`src/rtl/tx_block_gearbox.sv`:
```
// Per-lane transmit gearbox: packs 66-bit coded blocks into a continuous 64-bit word
// stream, back-pressuring upstream whenever the bit buffer cannot take another block.
module tx_block_gearbox #(
    parameter int NB_BLOCK  = 66,
    parameter int NB_WORD   = 64,
    parameter int NB_BUFFER = NB_BLOCK + NB_WORD - 1,
    parameter int NB_FILL   = $clog2(NB_BUFFER + 1)
) (
    input  logic                i_clock,
    input  logic                i_reset_n,
    input  logic                i_enable,
    input  logic                i_valid,
    input  logic [NB_BLOCK-1:0] i_data,
    input  logic                i_data_valid,
    output logic                o_ready,
    output logic [NB_WORD-1:0]  o_data,
    output logic                o_valid,
    output logic                o_sh_invalid,
    output logic                o_underflow
);

    localparam logic [NB_FILL-1:0] C_WORD  = NB_FILL'(NB_WORD);
    localparam logic [NB_FILL-1:0] C_BLOCK = NB_FILL'(NB_BLOCK);

    logic [NB_BUFFER-1:0] r_buffer;
    logic [NB_FILL-1:0]   r_fill;
    logic [NB_WORD-1:0]   r_data;
    logic                 r_valid;
    logic                 r_sh_invalid;
    logic                 r_underflow;

    logic                 w_tick;
    logic                 w_emit;
    logic [NB_FILL-1:0]   w_fill_after;
    logic [NB_BUFFER-1:0] w_shifted;
    logic [NB_BUFFER-1:0] w_insert;
    logic                 w_ready;
    logic                 w_accept;
    logic                 w_sh_bad;
    logic [NB_BUFFER-1:0] w_buffer_next;
    logic [NB_FILL-1:0]   w_fill_next;

    assign w_tick       = i_enable & i_valid;
    assign w_emit       = (r_fill >= C_WORD);
    assign w_fill_after = w_emit ? (r_fill - C_WORD) : r_fill;
    assign w_shifted    = w_emit ? (r_buffer << NB_WORD) : r_buffer;

    // Bits below the fill level are always zero, so a new block can simply be ORed in
    // directly beneath the bits that survive this tick's output step.
    assign w_insert      = {i_data, {(NB_BUFFER-NB_BLOCK){1'b0}}} >> w_fill_after;
    assign w_ready       = w_tick & (w_fill_after < C_WORD);
    assign w_accept      = w_ready & i_data_valid;
    assign w_sh_bad      = (i_data[NB_BLOCK-1] == i_data[NB_BLOCK-2]);
    assign w_buffer_next = w_accept ? (w_shifted | w_insert) : w_shifted;
    assign w_fill_next   = w_accept ? (w_fill_after + C_BLOCK) : w_fill_after;

    always_ff @(posedge i_clock or negedge i_reset_n) begin
        if (!i_reset_n) begin
            r_buffer     <= '0;
            r_fill       <= '0;
            r_data       <= '0;
            r_valid      <= 1'b0;
            r_sh_invalid <= 1'b0;
            r_underflow  <= 1'b0;
        end else if (i_enable) begin
            if (w_tick) begin
                if (w_emit) begin
                    r_data <= r_buffer[NB_BUFFER-1 -: NB_WORD];
                end
                r_valid      <= w_emit;
                r_buffer     <= w_buffer_next;
                r_fill       <= w_fill_next;
                r_sh_invalid <= w_accept & w_sh_bad;
                r_underflow  <= w_ready & ~i_data_valid;
            end else begin
                r_valid      <= 1'b0;
                r_sh_invalid <= 1'b0;
                r_underflow  <= 1'b0;
            end
        end
    end

    // Pulses are held while disabled, so they are masked here rather than cleared.
    assign o_ready      = w_ready;
    assign o_data       = r_data;
    assign o_valid      = r_valid & i_enable;
    assign o_sh_invalid = r_sh_invalid & i_enable;
    assign o_underflow  = r_underflow & i_enable;

endmodule

```
`config.mk`:
```
export PLATFORM = sky130hd
export DESIGN_NAME = tx_block_gearbox
export DESIGN_NICKNAME = d
export VERILOG_FILES = /design/src/rtl/tx_block_gearbox.sv
export SDC_FILE = /design/constraint.sdc
export NUM_CORES = 1
export LEC_CHECK = 0
export ABC_AREA = 1
export BUFFER_PORTS_ARGS = -buffer_cell sky130_fd_sc_hd__buf_2
export CAP_MARGIN = 20
export CORE_ASPECT_RATIO = 2
export CORE_UTILIZATION = 60
export DETAILED_ROUTE_END_ITERATION = 8
export PLACE_DENSITY_LB_ADDON = 0.15
export SLEW_MARGIN = 10
export SYNTH_ARGS = -nofsm -noshare
export SYNTH_HDL_FRONTEND = slang
export SYNTH_SLANG_ARGS = --single-unit
export TNS_END_PERCENT = 30
```
`constraint.sdc`:
```
create_clock -name i_clock -period 3.34 [get_ports i_clock]
set_input_delay 0.167 -clock i_clock [delete_from_list [all_inputs] [get_ports i_clock]]
set_output_delay 0.167 -clock i_clock [all_outputs]
set_load 0.1 [all_outputs]
```
## Word-level counts from Yosys, hierarchy flattened

Index checks and enable logic that the tools add are counted.

| operators by class | value |
|---|---|
| bitwise operators | 10 |
| shift-type cells | 1 |
| add/sub/neg operators | 2 |
| reduce and logical (&&, ||, !) cells | 2 |
| equality and inequality tests | 1 |
| $lt $le $gt $ge | 2 |
| multiplexer cells | 7 |

Operators with widths:

| operator | number |
|---|---|
| 129-bit two-way mux | 2 |
| 129-bit OR | 1 |
| 129-bit by 8-bit >> shifter with 129-bit output | 1 |
| 8-bit two-way mux | 2 |
| 8-bit by 7-bit adder with 8-bit output (second input constant) | 1 |
| 1-bit bitwise AND | 8 |
| 8-bit by 7-bit >= comparator with 1-bit output (second input constant) | 1 |
| 8-bit by 7-bit less-than comparator with 1-bit output (second input constant) | 1 |
| 8-bit by 7-bit subtractor with 8-bit output (second input constant) | 1 |
| 1-bit two-way mux | 3 |
| 3-bit AND reduction | 1 |
| 2-bit AND reduction | 1 |
| 1-bit equality test | 1 |
| 1-bit inverter | 1 |

| word-level totals | value |
|---|---|
| register bits | 204 |
| output and inout bits | 68 |
| bits of input ports | 71 |
| word-level logic and storage cells | 31 |

## Logic depth before layout (Yosys ltp)

Gate-level depths: netlist of run 1.

| logic depth | value |
|---|---|
| depth in word-level cells | 7 |
| gate-level depth with buffers | 17 |
| mapped depth without buffers | 13 |

## Worst setup path after synthesis of run 1

Ideal clock, no wire load.

| timing | value |
|---|---|
| path type | register to output |
| from | reg r_fill[2] |
| to | out o_ready |
| path buffers | 2 |
| data required time | 3.173 ns |
| cell stages (with the launch flop) | 13 |
| setup slack | 0.938 ns |
| arrival | 2.235 ns |
| path through | dfrtp_1 > buf_2 > inv_2 > clkbuf_1 > ha_1 > inv_1 > nor2_1 > nand3_2 > nand3_1 > nand2_4 > inv_4 > nand2_2 > inv_1 |

| between the ends | value |
|---|---|
| word-level cells in the longest chain between the ends | 4 |
| elaborated cells on any way between the ends | 5 |
| those cells by class | add/sub: 1; order compare: 2; mux: 1; bitwise: 1 |

Ends and longest elaborated chain:

| what | line | text |
|---|---|---|
| start: declaration | 26 | `logic [NB_FILL-1:0] r_fill;` |
| start signal: assignment | 72 | `r_fill <= w_fill_next;` |
| 8-bit by 7-bit subtractor with 8-bit output / 8-bit by 7-bit >= comparator with 1-bit output (equally long branches) | 45, 44 |  |
| 8-bit two-way mux (*) | 45 | `assign w_fill_after = w_emit ? (r_fill - C_WORD) : r_fill;` |
| 8-bit by 7-bit less-than comparator with 1-bit output (*) | 51 | `assign w_ready = w_tick & (w_fill_after < C_WORD);` |
| 1-bit bitwise AND (*) | 51 |  |
| end: declaration | 15 | `output logic o_ready,` |

Every way passes the cells marked *; elsewhere a longest branch is shown, timed or not.

## Worst setup path after layout of run 1

| timing | value |
|---|---|
| from | reg r_fill[1] |
| to | reg r_buffer[69] |

| between the ends | value |
|---|---|
| word-level cells in the longest chain between the ends | 6 |
| elaborated cells on any way between the ends | 10 |
| those cells by class | add/sub: 1; order compare: 2; shift: 1; mux: 3; bitwise: 3 |

Ends and longest elaborated chain:

| what | line | text |
|---|---|---|
| parallel branches: the longest is 5 deep, another holds 8-bit by 7-bit subtractor with 8-bit output | - |  |
| 129-bit two-way mux (*) | 54 | `assign w_buffer_next = w_accept ? (w_shifted \| w_insert) : w_shifted;` |
| end signal: assignment | 71 | `r_buffer <= w_buffer_next;` |
| end: declaration | 25 | `logic [NB_BUFFER-1:0] r_buffer;` |

Mark *: on every way between the ends.
A chain may end at the register's enable or synchronous reset.

==> results of run 1 <==
## worst max-delay path: cells and delay by family (launching register included)
family                 cells  cell delay, ns
AO/OA/AOI/OAI              2            0.48
buffers and inverters      2            0.64
flip-flops                 1            0.43
AND/OR/NAND/NOR            6            1.04
## kinds of logic (layout without fill, tap and decap cells)
family / count (synthesis) / after routing / synth area share (%)
flip-flops: 203 / 203 / 39.2
AO/OA/AOI/OAI: 246 / 246 / 11.2
XOR/XNOR: 4 / 4 / 0.271
buffers and inverters: 224 / 294 / 7.23
AND/OR/NAND/NOR: 1297 / 1297 / 41.8
adder cells (fa/ha/maj): 3 / 3 / 0.290
## stage by stage
step | instance area [um^2] | hold slack [ns] | setup WS [ns] | utilization (%)
after floorplan | 12900 | -0.129 | 0.938 | -
after global placement | 13800 | 0.220 | 0.777 | 65.5
after detailed placement | 13800 | 0.232 | 0.735 | 65.5
after CTS | 14400 | 0.0217 | 0.701 | 68.7
after global routing | 14400 | 0.0326 | 0.518 | 68.7
final | 14400 | 0.0215 | 0.600 | 68.7
## cell type report
cell class | instances | share of cell area (%)
Tap cell | 269 | 2.33
Clock buffer | 27 | 3.92
Inverter | 86 | 2.27
Sequential cell | 203 | 35.2
Multi-Input combinational cell | 1550 | 48.0
Timing Repair Buffer | 176 | 7.63
Clock inverter | 5 | 0.615
## routing by layer
layer | wire length [um] | track usage [%] | up-vias | share of wire, %
met5 | 0 | 0 | - | 0
met4 | 4860 | 35.6 | 0 | 9.4
met3 | 4470 | 7.30 | 249 | 8.6
met2 | 24800 | 78.9 | 1007 | 48
met1 | 17600 | 53.4 | 6762 | 34
li1 | - | - | 6622 | -
## path summary, 6_finish.rpt
| kind | startpoint | endpoint | slack (ns) | cells after the start |
|---|---|---|---|---|
| setup reg to reg | r_fill[1] | r_buffer[69] | 0.60 | 10 |
| hold reg to reg | o_data[32] | o_data[32] | 0.48 | 2 |
| setup / recovery | r_fill[1] | r_buffer[69] | 0.60 | 10 |
| max in group asynchronous | i_reset_n | r_buffer[81] | 2.26 | 3 |
| hold / removal | i_enable | r_sh_invalid | 0.02 | 2 |
| min in group asynchronous | i_reset_n | o_data[41] | 0.28 | 2 |
## report_power, final
group / internal (mW) / switching, mW
Combinational: 2.44 / 8.99
Sequential: 3.30 / 0.555
Clock: 1.34 / 0.973
## state kept, by name, indices dropped and copies added (netlist names)
| register | flops |
|---|---|
| r_valid | 1 |
| r_buffer | 129 |
| r_underflow | 1 |
| o_data | 64 |
| r_fill | 7 |
| r_sh_invalid | 1 |
## layout by cell type (no fill, tap or decap), types with 12 or more instances in the layout
| master | count |
|---|---|
| dfrtp_1 | 199 |
| o21ai_1 | 37 |
| nand3_1 | 360 |
| clkbuf_16 | 19 |
| nand2_1 | 756 |
| nor2_1 | 156 |
| inv_1 | 78 |
| a211oi_1 | 49 |
| o21ai_0 | 72 |
| buf_4 | 29 |
| a21oi_1 | 60 |
| a22oi_1 | 12 |
| buf_2 | 136 |
## timing repair
| item | CTS | global route |
|---|---|---|
| hold buffers | 1 | 0 |
| hold endpoints to repair | 71 | 0 |
| endpoints found under the setup margin | 0 | 0 |
==> results.rst, run 1 <==
.. list-table::
   :header-rows: 1

   * - Metric
     - Value
   * - Status
     - finished clean
   * - Top fanout value on the critical path
     - 69
   * - CP Data Arrival Time
     - 3.17 ns
   * - Mean Syn Cell Area
     - 6.55 um^2
   * - Element type at the critical path start
     - register
   * - Area growth from synthesis to layout
     - 11.6%
   * - Worst clock skew on the final layout
     - 0.00821 ns
   * - Pin count of the biggest net entering global routing
     - 120
   * - Area enclosed by the die boundary
     - 22200 um^2
   * - Clock buffer depth
     - 3
   * - Via count normalized by instance count
     - 6.32
   * - Max_slew headroom
     - 38.6%
   * - Pwr Total
     - 17.6 mW
   * - Nets
     - 2109
   * - Final wirelength
     - 51.7 mm
   * - CP Cell Sequence
     - inv_2 > buf_4 > nand2_1 > a21oi_1 > nand2_1 > nand3_1 > nand3_1 > nand2_1 > nand2_1 > a21oi_1
   * - Area taken by flip-flops and latches
     - 5080 um^2
   * - Worst stage delay on the critical path
     - 0.57 ns
   * - Final-layout fill cell count
     - 1818
   * - Number of different library cells in the post-synthesis netlist
     - 35
   * - ANT nets after route
     - 0
   * - Number of buffers inserted during clock tree synthesis
     - 18
   * - Clock period minus final worst setup slack
     - 2.74 ns
   * - Total congestion overflow
     - 0
   * - Gate count of the mapped netlist
     - 1977
   * - Area of the core
     - 21000 um^2
   * - Post-CTS setup buffer count
     - 0
   * - Initial cell density of the core
     - 61.6%
   * - Lkg Pwr
     - 7.38 nW
   * - Sink Count
     - 203
   * - Syn. warnings
     - 0
   * - Fin crit share
     - 82.0%
   * - Io pins
     - 139
   * - Critical path class
     - register to register
   * - Weighted congestion at the end of routability-driven global placement
     - 1.04
   * - Routed len/inst
     - 22.3 um
   * - Non-Filler Instances
     - 2316
   * - Number of H-tree branching levels
     - 1
   * - Accumulated negative setup slack
     - 0 ns
   * - Number of flops mapped to enable cells by yosys
     - 0
   * - Clock-pin transition on the worst setup and hold timing paths
     - 0.07 ns
   * - CTS tree
     - yes
   * - Slew Viols, Final
     - 0
   * - Final Hold Vio Count
     - 0
   * - Clock insertion delay at the later pin of the skew report
     - 0.50 ns
   * - Total power density per cell area
     - 1220 nW/um^2
   * - Post-synth top area share
     - 39.2%
   * - Post-synth top flop
     - dfrtp_1
   * - Yosys top cell by area
     - dfrtp_1
   * - Cell type with the highest occurrence count on the critical path
     - nand2_1
   * - HPWL after detailed placement
     - 37.3 mm
   * - Max-cap violations
     - 0
   * - Portion of the post-synthesis area used by sequential elements
     - 39.2%
   * - Critical Path RT
     - 3.77 ns
   * - Area of combinational cells with multiple inputs
     - 6940 um^2
   * - Synthesized cell area
     - 12900 um^2
   * - Die width
     - 106 um
   * - Number of input and output port buffers inserted
     - 138
   * - Vias in the first global route
     - 14034
   * - Routed via count
     - 14640
   * - Slowest cell on the critical path
     - buf_4
   * - Resized Gates After CTS
     - 0
   * - # DRC
     - 0
   * - Peak VDD IR
     - 1.19 mV
   * - Aggregate global-route resource usage
     - 47.1%
   * - Number of antenna violations at the first check in global routing
     - 0
   * - Ranking of synthesized cells by area
     - dfrtp_1 39%, nand2_1 22%, nand3_1 14%
   * - Share of post-route cells with drive strength above 1
     - 11.4%
   * - Tightest Hold Check Type
     - input port to register
   * - Instance count after placement with tap cells included
     - 2283
   * - Worst-Margin Slew
     - 0.921 ns
   * - Most used standard cell by instance count after synthesis
     - nand2_1
   * - Cell chosen for the clock root
     - clkbuf_16
   * - Number of flip-flops and latches in the synthesized netlist
     - 203
   * - FFs w/ async S/R, synth
     - 100%
   * - Fmax
     - 365 MHz
   * - Antenna Cells
     - 0
   * - Setup crit end kind
     - register
   * - RSZ-0062 raised after global routing
     - no
   * - Endpoints failing setup
     - 0
   * - Commonest cells post-synth
     - 756 x nand2_1, 360 x nand3_1, 203 x dfrtp_1
   * - Detailed Routing Iterations Pass 1
     - 8
   * - Core Rows
     - 75
   * - Die Height
     - 210 um
   * - Synthesized Nets
     - 2051
   * - Wire length of the first global-routing pass
     - 78.8 mm
   * - Number of DRC violations after detailed-routing iteration 0
     - 1784
Power figures use the tool's default switching activity.
==> run 2, diff against run 1 <==
Clock period 3.34 ns to 2.7 ns, I/O delays scaled along.
==> results.rst, run 2 (synthesized netlist as in run 1, its figures left out) <==
.. list-table::
   :header-rows: 1

   * - Metric
     - Value
   * - Status
     - finished clean
   * - CP Data Arrival Time
     - 2.98 ns (-0.19 ns)
   * - Number of H-tree branching levels
     - 1 (unchanged)
   * - Fmax
     - 392 MHz (+7.5%)
   * - Number of DRC violations after detailed-routing iteration 0
     - 1557 (-13%)
   * - HPWL after detailed placement
     - 36.9 mm (-0.95%)
   * - Fin crit share
     - 94.4% (+12 points)
   * - Area growth from synthesis to layout
     - 13.6%
   * - Critical path class
     - register to register
   * - Clock-pin transition on the worst setup and hold timing paths
     - 0.07 ns (about the same)
   * - Pin count of the biggest net entering global routing
     - 113 (-5.8%)
   * - Nets
     - 2133 (+1.1%)
   * - Via count normalized by instance count
     - 6.34 (+0.27%)
   * - Max_slew headroom
     - 41.1% (+2.5 points)
   * - Slew Viols, Final
     - 0 (unchanged)
   * - Max-cap violations
     - 0 (unchanged)
   * - Critical Path RT
     - 3.13 ns (-0.64 ns)
   * - Endpoints failing setup
     - 0 (unchanged)
   * - Placed Area
     - 14000 um^2 (+1.8%)
   * - Max FFs per register
     - 129 (unchanged)
   * - Area taken by flip-flops and latches
     - 5080 um^2 (unchanged)
   * - Most common cell after layout, fill and taps aside
     - nand2_1
   * - Vias in the first global route
     - 14114 (+0.57%)
   * - Final-layout fill cell count
     - 1741 (-4.2%)
   * - Aggregate global-route resource usage
     - 46.0% (-1.1 points)
   * - Die Height
     - 210 um (unchanged)
   * - Tightest Hold Check Type
     - input port to register
   * - Top fanout value on the critical path
     - 66 (-4.3%)
   * - Lkg Pwr
     - 7.52 nW (+1.9%)
   * - Area of the core
     - 21000 um^2 (unchanged)
   * - Area of combinational cells with multiple inputs
     - 6940 um^2 (unchanged)
   * - RSZ-0062 raised after global routing
     - no
   * - Pre-CTS setup slack
     - 0.257 ns (-0.477 ns)
   * - Most frequent cells in the layout
     - 756 x nand2_1, 360 x nand3_1, 199 x dfrtp_1
   * - Antenna Cells
     - 0 (unchanged)
   * - Number of antenna violations at the first check in global routing
     - 0 (unchanged)
   * - Accumulated negative setup slack
     - 0 ns (unchanged)
   * - Io pins
     - 139 (unchanged)
   * - Most flop-heavy register
     - r_buffer
   * - CTS tree
     - yes
   * - Sink Count
     - 203 (unchanged)
   * - Number of input and output port buffers inserted
     - 138 (unchanged)
   * - # DRC
     - 0 (unchanged)
   * - Peak VDD IR
     - 1.23 mV (+2.8%)
   * - Total congestion overflow
     - 0 (unchanged)
   * - Worst-Margin Slew
     - 0.884 ns (-0.0372 ns)
   * - Cell area after layout
     - 14700 um^2 (+1.8%)
   * - Detailed Routing Iterations Pass 1
     - 6 (-2)
   * - Total power density per cell area
     - 1500 nW/um^2 (+23%)
   * - Pwr Total
     - 22.0 mW (+25%)
   * - Area enclosed by the die boundary
     - 22200 um^2 (unchanged)
   * - Clock period minus final worst setup slack
     - 2.55 ns (-0.190 ns)
   * - Share of post-route cells with drive strength above 1
     - 12.4% (+0.98 points)
   * - Worst clock skew on the final layout
     - 0.0266 ns (+0.0184 ns)
   * - Cell chosen for the clock root
     - clkbuf_16
   * - Clock insertion delay at the later pin of the skew report
     - 0.51 ns (about the same)
   * - Routed via count
     - 14831 (+1.3%)
   * - Core Rows
     - 75 (unchanged)
   * - Cell depth of the worst hold path
     - 2 (unchanged)
   * - Final Worst Setup Slack
     - 0.150 ns (-0.450 ns)
   * - Initial cell density of the core
     - 61.6% (unchanged)
   * - Number of buffers inserted during clock tree synthesis
     - 19 (+1)
   * - Element type at the critical path start
     - register
   * - Setup crit end kind
     - register
   * - Weighted congestion at the end of routability-driven global placement
     - 1.09 (+4.3%)
   * - Clock buffer depth
     - 3 (unchanged)
   * - Routed len/inst
     - 21.7 um (-2.8%)
   * - Die width
     - 106 um (unchanged)
   * - Final Hold Vio Count
     - 0 (unchanged)
   * - ANT nets after route
     - 0 (unchanged)
   * - Final wirelength
     - 50.8 mm (-1.8%)
   * - Worst R2R Path Depth
     - 9 (-1)
   * - Wire length of the first global-routing pass
     - 77.4 mm (-1.8%)
-- run 2: cell count changes in the layout (fill, tap and decap cells not counted), moves of 2 or more --
cell	change
buf_4	+14
buf_12	+7
clkbuf_8	-4
clkinv_4	+2
clkinv_2	+2
-- run 2: cell type report --
class	instances	area share, %
Timing Repair Buffer	199	9.31
Clock inverter	10	0.902
Tap cell	269	2.29
Inverter	86	2.23
Multi-Input combinational cell	1550	47.2
Clock buffer	23	3.47
Sequential cell	203	34.6
-- run 2: power breakdown --
group	total (mW)	leakage [nW]	switching [mW]	internal, mW
registers	4.76	2.56	0.687	4.08
logic	14.4	4.64	11.1	3.36
clock network	2.81	0.318	1.23	1.58
total	22.0	7.52	13.0	9.02
-- run 2: layer usage --
metal  global-route usage (%)  vias up  share of wire, %
met1                     51.2     6964                34
met3                     6.99      230               8.1
met5                        0        -                 0
met4                     34.9        0               9.0
li1                         -     6656                 -
met2                     78.2      981                49
-- run 2: stage by stage --
| step | hold slack [ns] | std cells | util (%) |
|---|---|---|---|
| floorplan | -0.161 | 1977 | - |
| global placement | 0.161 | 2305 | 66.8 |
| detailed placement | 0.167 | 2305 | 66.8 |
| CTS | 0.0109 | 2340 | 69.9 |
| global route | 0.0301 | 2340 | 69.9 |
| finish | 0.0275 | 2340 | 69.9 |
-- run 2: timing repair --
item,CTS,global route
setup endpoints to repair,0,1
hold buffers,2,0
endpoints found under the hold margin,62,0
resized for setup,0,1
buffers inserted,0,0
-- run 2: worst paths after layout --
kind                         startpoint      endpoint  slack, ns
min in group asynchronous     i_reset_n    o_data[41]       0.18
setup reg to reg              r_fill[1]  r_buffer[54]       0.15
hold / removal             i_data_valid   r_underflow       0.03
setup / recovery              r_fill[1]  r_buffer[54]       0.15
hold reg to reg            r_buffer[48]  r_buffer[48]       0.48
max in group asynchronous     i_reset_n     r_fill[4]       1.74
-- run 2: critical path: stages (launching register included) --
cell and delay, ns:
dfrtp_2 0.38, buf_6 0.40, nand2_1 0.13, a21oi_1 0.41
nand2_1 0.18, a21oi_1 0.32, nand2_1 0.22, o21ai_0 0.20
nand2_1 0.09, nand3_1 0.07
==> run 3, diff against run 2 <==
Settings changed: PLACE_DENSITY set to 0.77, PLACE_DENSITY_LB_ADDON 0.15 to not set.
Clock period 2.7 ns to 2.6 ns, I/O delays scaled along.
==> results.rst, run 3 (synthesized netlist as in run 1, its figures left out) <==
.. list-table::
   :header-rows: 1

   * - Metric
     - Value
   * - Final wirelength
     - 50.1 mm (-1.4%)
   * - Die width
     - 106 um (unchanged)
   * - Io pins
     - 139 (unchanged)
   * - Critical Path RT
     - 2.94 ns (-0.19 ns)
   * - Total net switching power
     - 13.2 mW (+1.8%)
   * - Initial cell density of the core
     - 61.6% (unchanged)
   * - Weighted congestion at the end of routability-driven global placement
     - 1.07 (-1.6%)
   * - Tightest Hold Check Type
     - input port to register
   * - Clock insertion delay at the later pin of the skew report
     - 0.49 ns (-0.02 ns)
   * - ANT nets after route
     - 0 (unchanged)
   * - RSZ-0062 raised after global routing
     - no
   * - Critical path class
     - register to register
   * - Slew Viols, Final
     - 0 (unchanged)
   * - Number of H-tree branching levels
     - 1 (unchanged)
   * - Cell chosen for the clock root
     - clkbuf_16
   * - CTS tree
     - yes
   * - Peak VDD IR
     - 1.28 mV (+4.0%)
   * - Accumulated negative setup slack
     - 0 ns (unchanged)
   * - Antenna Cells
     - 0 (unchanged)
   * - Max FFs per register
     - 129 (unchanged)
   * - Max-cap violations
     - 0 (unchanged)
   * - Number of input and output port buffers inserted
     - 138 (unchanged)
   * - Worst clock skew on the final layout
     - 0.0216 ns (-0.00503 ns)
   * - Lkg Pwr
     - 7.42 nW (-1.3%)
   * - Routed len/inst
     - 21.5 um (-1.1%)
   * - Routed via count
     - 14677 (-1.0%)
   * - Clock buffer depth
     - 3 (unchanged)
   * - Number of antenna violations at the first check in global routing
     - 0 (unchanged)
   * - Area taken by flip-flops and latches
     - 5080 um^2 (unchanged)
   * - Sink Count
     - 203 (unchanged)
   * - Total congestion overflow
     - 0 (unchanged)
   * - CP Data Arrival Time
     - 2.83 ns (-0.15 ns)
   * - Clock period minus final worst setup slack
     - 2.49 ns (-0.0569 ns)
   * - Core Rows
     - 75 (unchanged)
   * - Status
     - finished clean
   * - Nets
     - 2130 (-0.14%)
   * - Most flop-heavy register
     - r_buffer
   * - # DRC
     - 0 (unchanged)
   * - Clock-pin transition on the worst setup and hold timing paths
     - 0.07 ns (about the same)
   * - Most common cell after layout, fill and taps aside
     - nand2_1
   * - Area of combinational cells with multiple inputs
     - 6940 um^2 (about the same)
   * - Fin crit share
     - 95.9% (+1.4 points)
   * - Post-Route Utilization
     - 69.2% (-0.76 points)
   * - HPWL after detailed placement
     - 36.7 mm (-0.69%)
   * - Endpoints failing setup
     - 0 (unchanged)
   * - Fmax
     - 401 MHz (+2.3%)
   * - Vias in the first global route
     - 13856 (-1.8%)
   * - Area enclosed by the die boundary
     - 22200 um^2 (unchanged)
   * - Detailed Routing Iterations Pass 1
     - 6 (unchanged)
   * - Most frequent cells in the layout
     - 756 x nand2_1, 360 x nand3_1, 199 x dfrtp_1
   * - Area growth from synthesis to layout
     - 12.3%
   * - Number of buffers inserted during clock tree synthesis
     - 17 (-2)
   * - Wire length of the first global-routing pass
     - 76.9 mm (-0.62%)
   * - Fraction of power spent switching nets
     - 59.7% (+0.65 points)
   * - Final-layout fill cell count
     - 1755 (+0.80%)
   * - Area of the core
     - 21000 um^2 (unchanged)
   * - Proportion of power drawn by flip-flops and latches
     - 22.5% (+0.8 points)
   * - Worst hold slack
     - 0.0565 ns (+0.0290 ns)
   * - Top fanout value on the critical path
     - 74 (+12%)
   * - Number of DRC violations after detailed-routing iteration 0
     - 1575 (+1.2%)
   * - Internal portion of total power
     - 8.93 mW (-0.97%)
   * - Worst-Margin Slew
     - 0.878 ns (-0.00586 ns)
   * - Setup crit end kind
     - register
   * - Element type at the critical path start
     - register
   * - Aggregate global-route resource usage
     - 45.3% (-0.67 points)
   * - Via count normalized by instance count
     - 6.29 (-0.74%)
   * - Max_slew headroom
     - 41.5% (+0.39 points)
   * - Pre-CTS setup slack
     - 0.265 ns (+0.00722 ns)
   * - Share of post-route cells with drive strength above 1
     - 12.0% (-0.39 points)
   * - Final Hold Vio Count
     - 0 (unchanged)
   * - Cell area after layout
     - 14500 um^2 (-1.1%)
   * - Clock network fraction of total power
     - 10.9% (-1.9 points)
   * - Die Height
     - 210 um (unchanged)
   * - Placed Area
     - 14000 um^2 (-0.17%)
   * - Logic pwr share
     - 66.7% (+1.1 points)
   * - Final Worst Setup Slack
     - 0.107 ns (-0.0431 ns)
   * - Pin count of the biggest net entering global routing
     - 97 (-14%)
   * - Total power density per cell area
     - 1520 nW/um^2 (+1.7%)
## run 3: changes by cell type in the layout (fill, tap and decap cells not counted), moves of 2 or more
cell	delta
bufinv_16	-2
clkbuf_1	+2
clkbuf_16	-2
clkinv_4	-2
clkinvlp_4	+2
## run 3: per-stage QoR
stage	std cells	total power, mW
floorplan	1977	14.8
global placement	2302	19.0
detailed placement	2303	19.2
CTS	2333	21.8
global route	2333	23.2
finish	2333	22.1
## run 3: layer usage
metal | vias to the layer above | global-route usage [%] | routed length [um]
li1 | 6631 | - | -
met1 | 6881 | 52.1 | 17200
met5 | - | 0 | 0
met2 | 951 | 77.2 | 24700
met3 | 214 | 5.37 | 3990
met4 | 0 | 32.7 | 4250
## run 3: cell type report
class / count / share of cell area (%)
flip-flops and latches: 203 / 35.0
inverters: 86 / 2.25
multi-input cells: 1550 / 47.7
well taps: 269 / 2.31
clock buffers: 23 / 3.22
repair buffers: 198 / 9.29
clock inverters: 4 / 0.198
## run 3: what timing repair did
item | 4_1_cts | 5_1_grt
endpoints found under the setup margin | 0 | 1
buffers inserted | 0 | 0
hold buffers | 3 | 0
hold endpoints to repair | 65 | 0
resized for setup | 0 | 1
## run 3: path summary, 6_finish.rpt
| check | startpoint | end | slack, ns | cells after the start |
|---|---|---|---|---|
| setup / recovery | r_fill[4] | o_data[19] | 0.11 | 10 |
| hold / removal | i_data_valid | r_buffer[6] | 0.06 | 3 |
| setup reg to reg | r_fill[4] | o_data[19] | 0.11 | 10 |
| hold reg to reg | o_data[46] | o_data[46] | 0.48 | 2 |
| max in group asynchronous | i_reset_n | o_data[16] | 1.60 | 3 |
| min in group asynchronous | i_reset_n | o_data[39] | 0.20 | 2 |
## run 3: power by group through the flow
| stage | combinational (mW) | clock [mW] | sequential, mW |
|---|---|---|---|
| 2_1_floorplan | 6.99 | 0 | 7.82 |
| 3_3_place_gp | 14.1 | 0 | 4.90 |
| 3_5_place_dp | 14.3 | 0 | 4.96 |
| 4_1_cts | 14.4 | 2.41 | 4.93 |
| 5_1_grt | 15.6 | 2.50 | 5.05 |
| 6_report | 14.8 | 2.41 | 4.97 |
## run 3: critical path: stages (launching register included)
cell	delay (ns)
dfrtp_2	0.53
nor2_4	0.29
nand3_2	0.15
nand2_4	0.12
buf_4	0.29
inv_2	0.10
nor2_4	0.12
inv_4	0.17
buf_12	0.27
nand2_1	0.11
o21ai_0	0.12
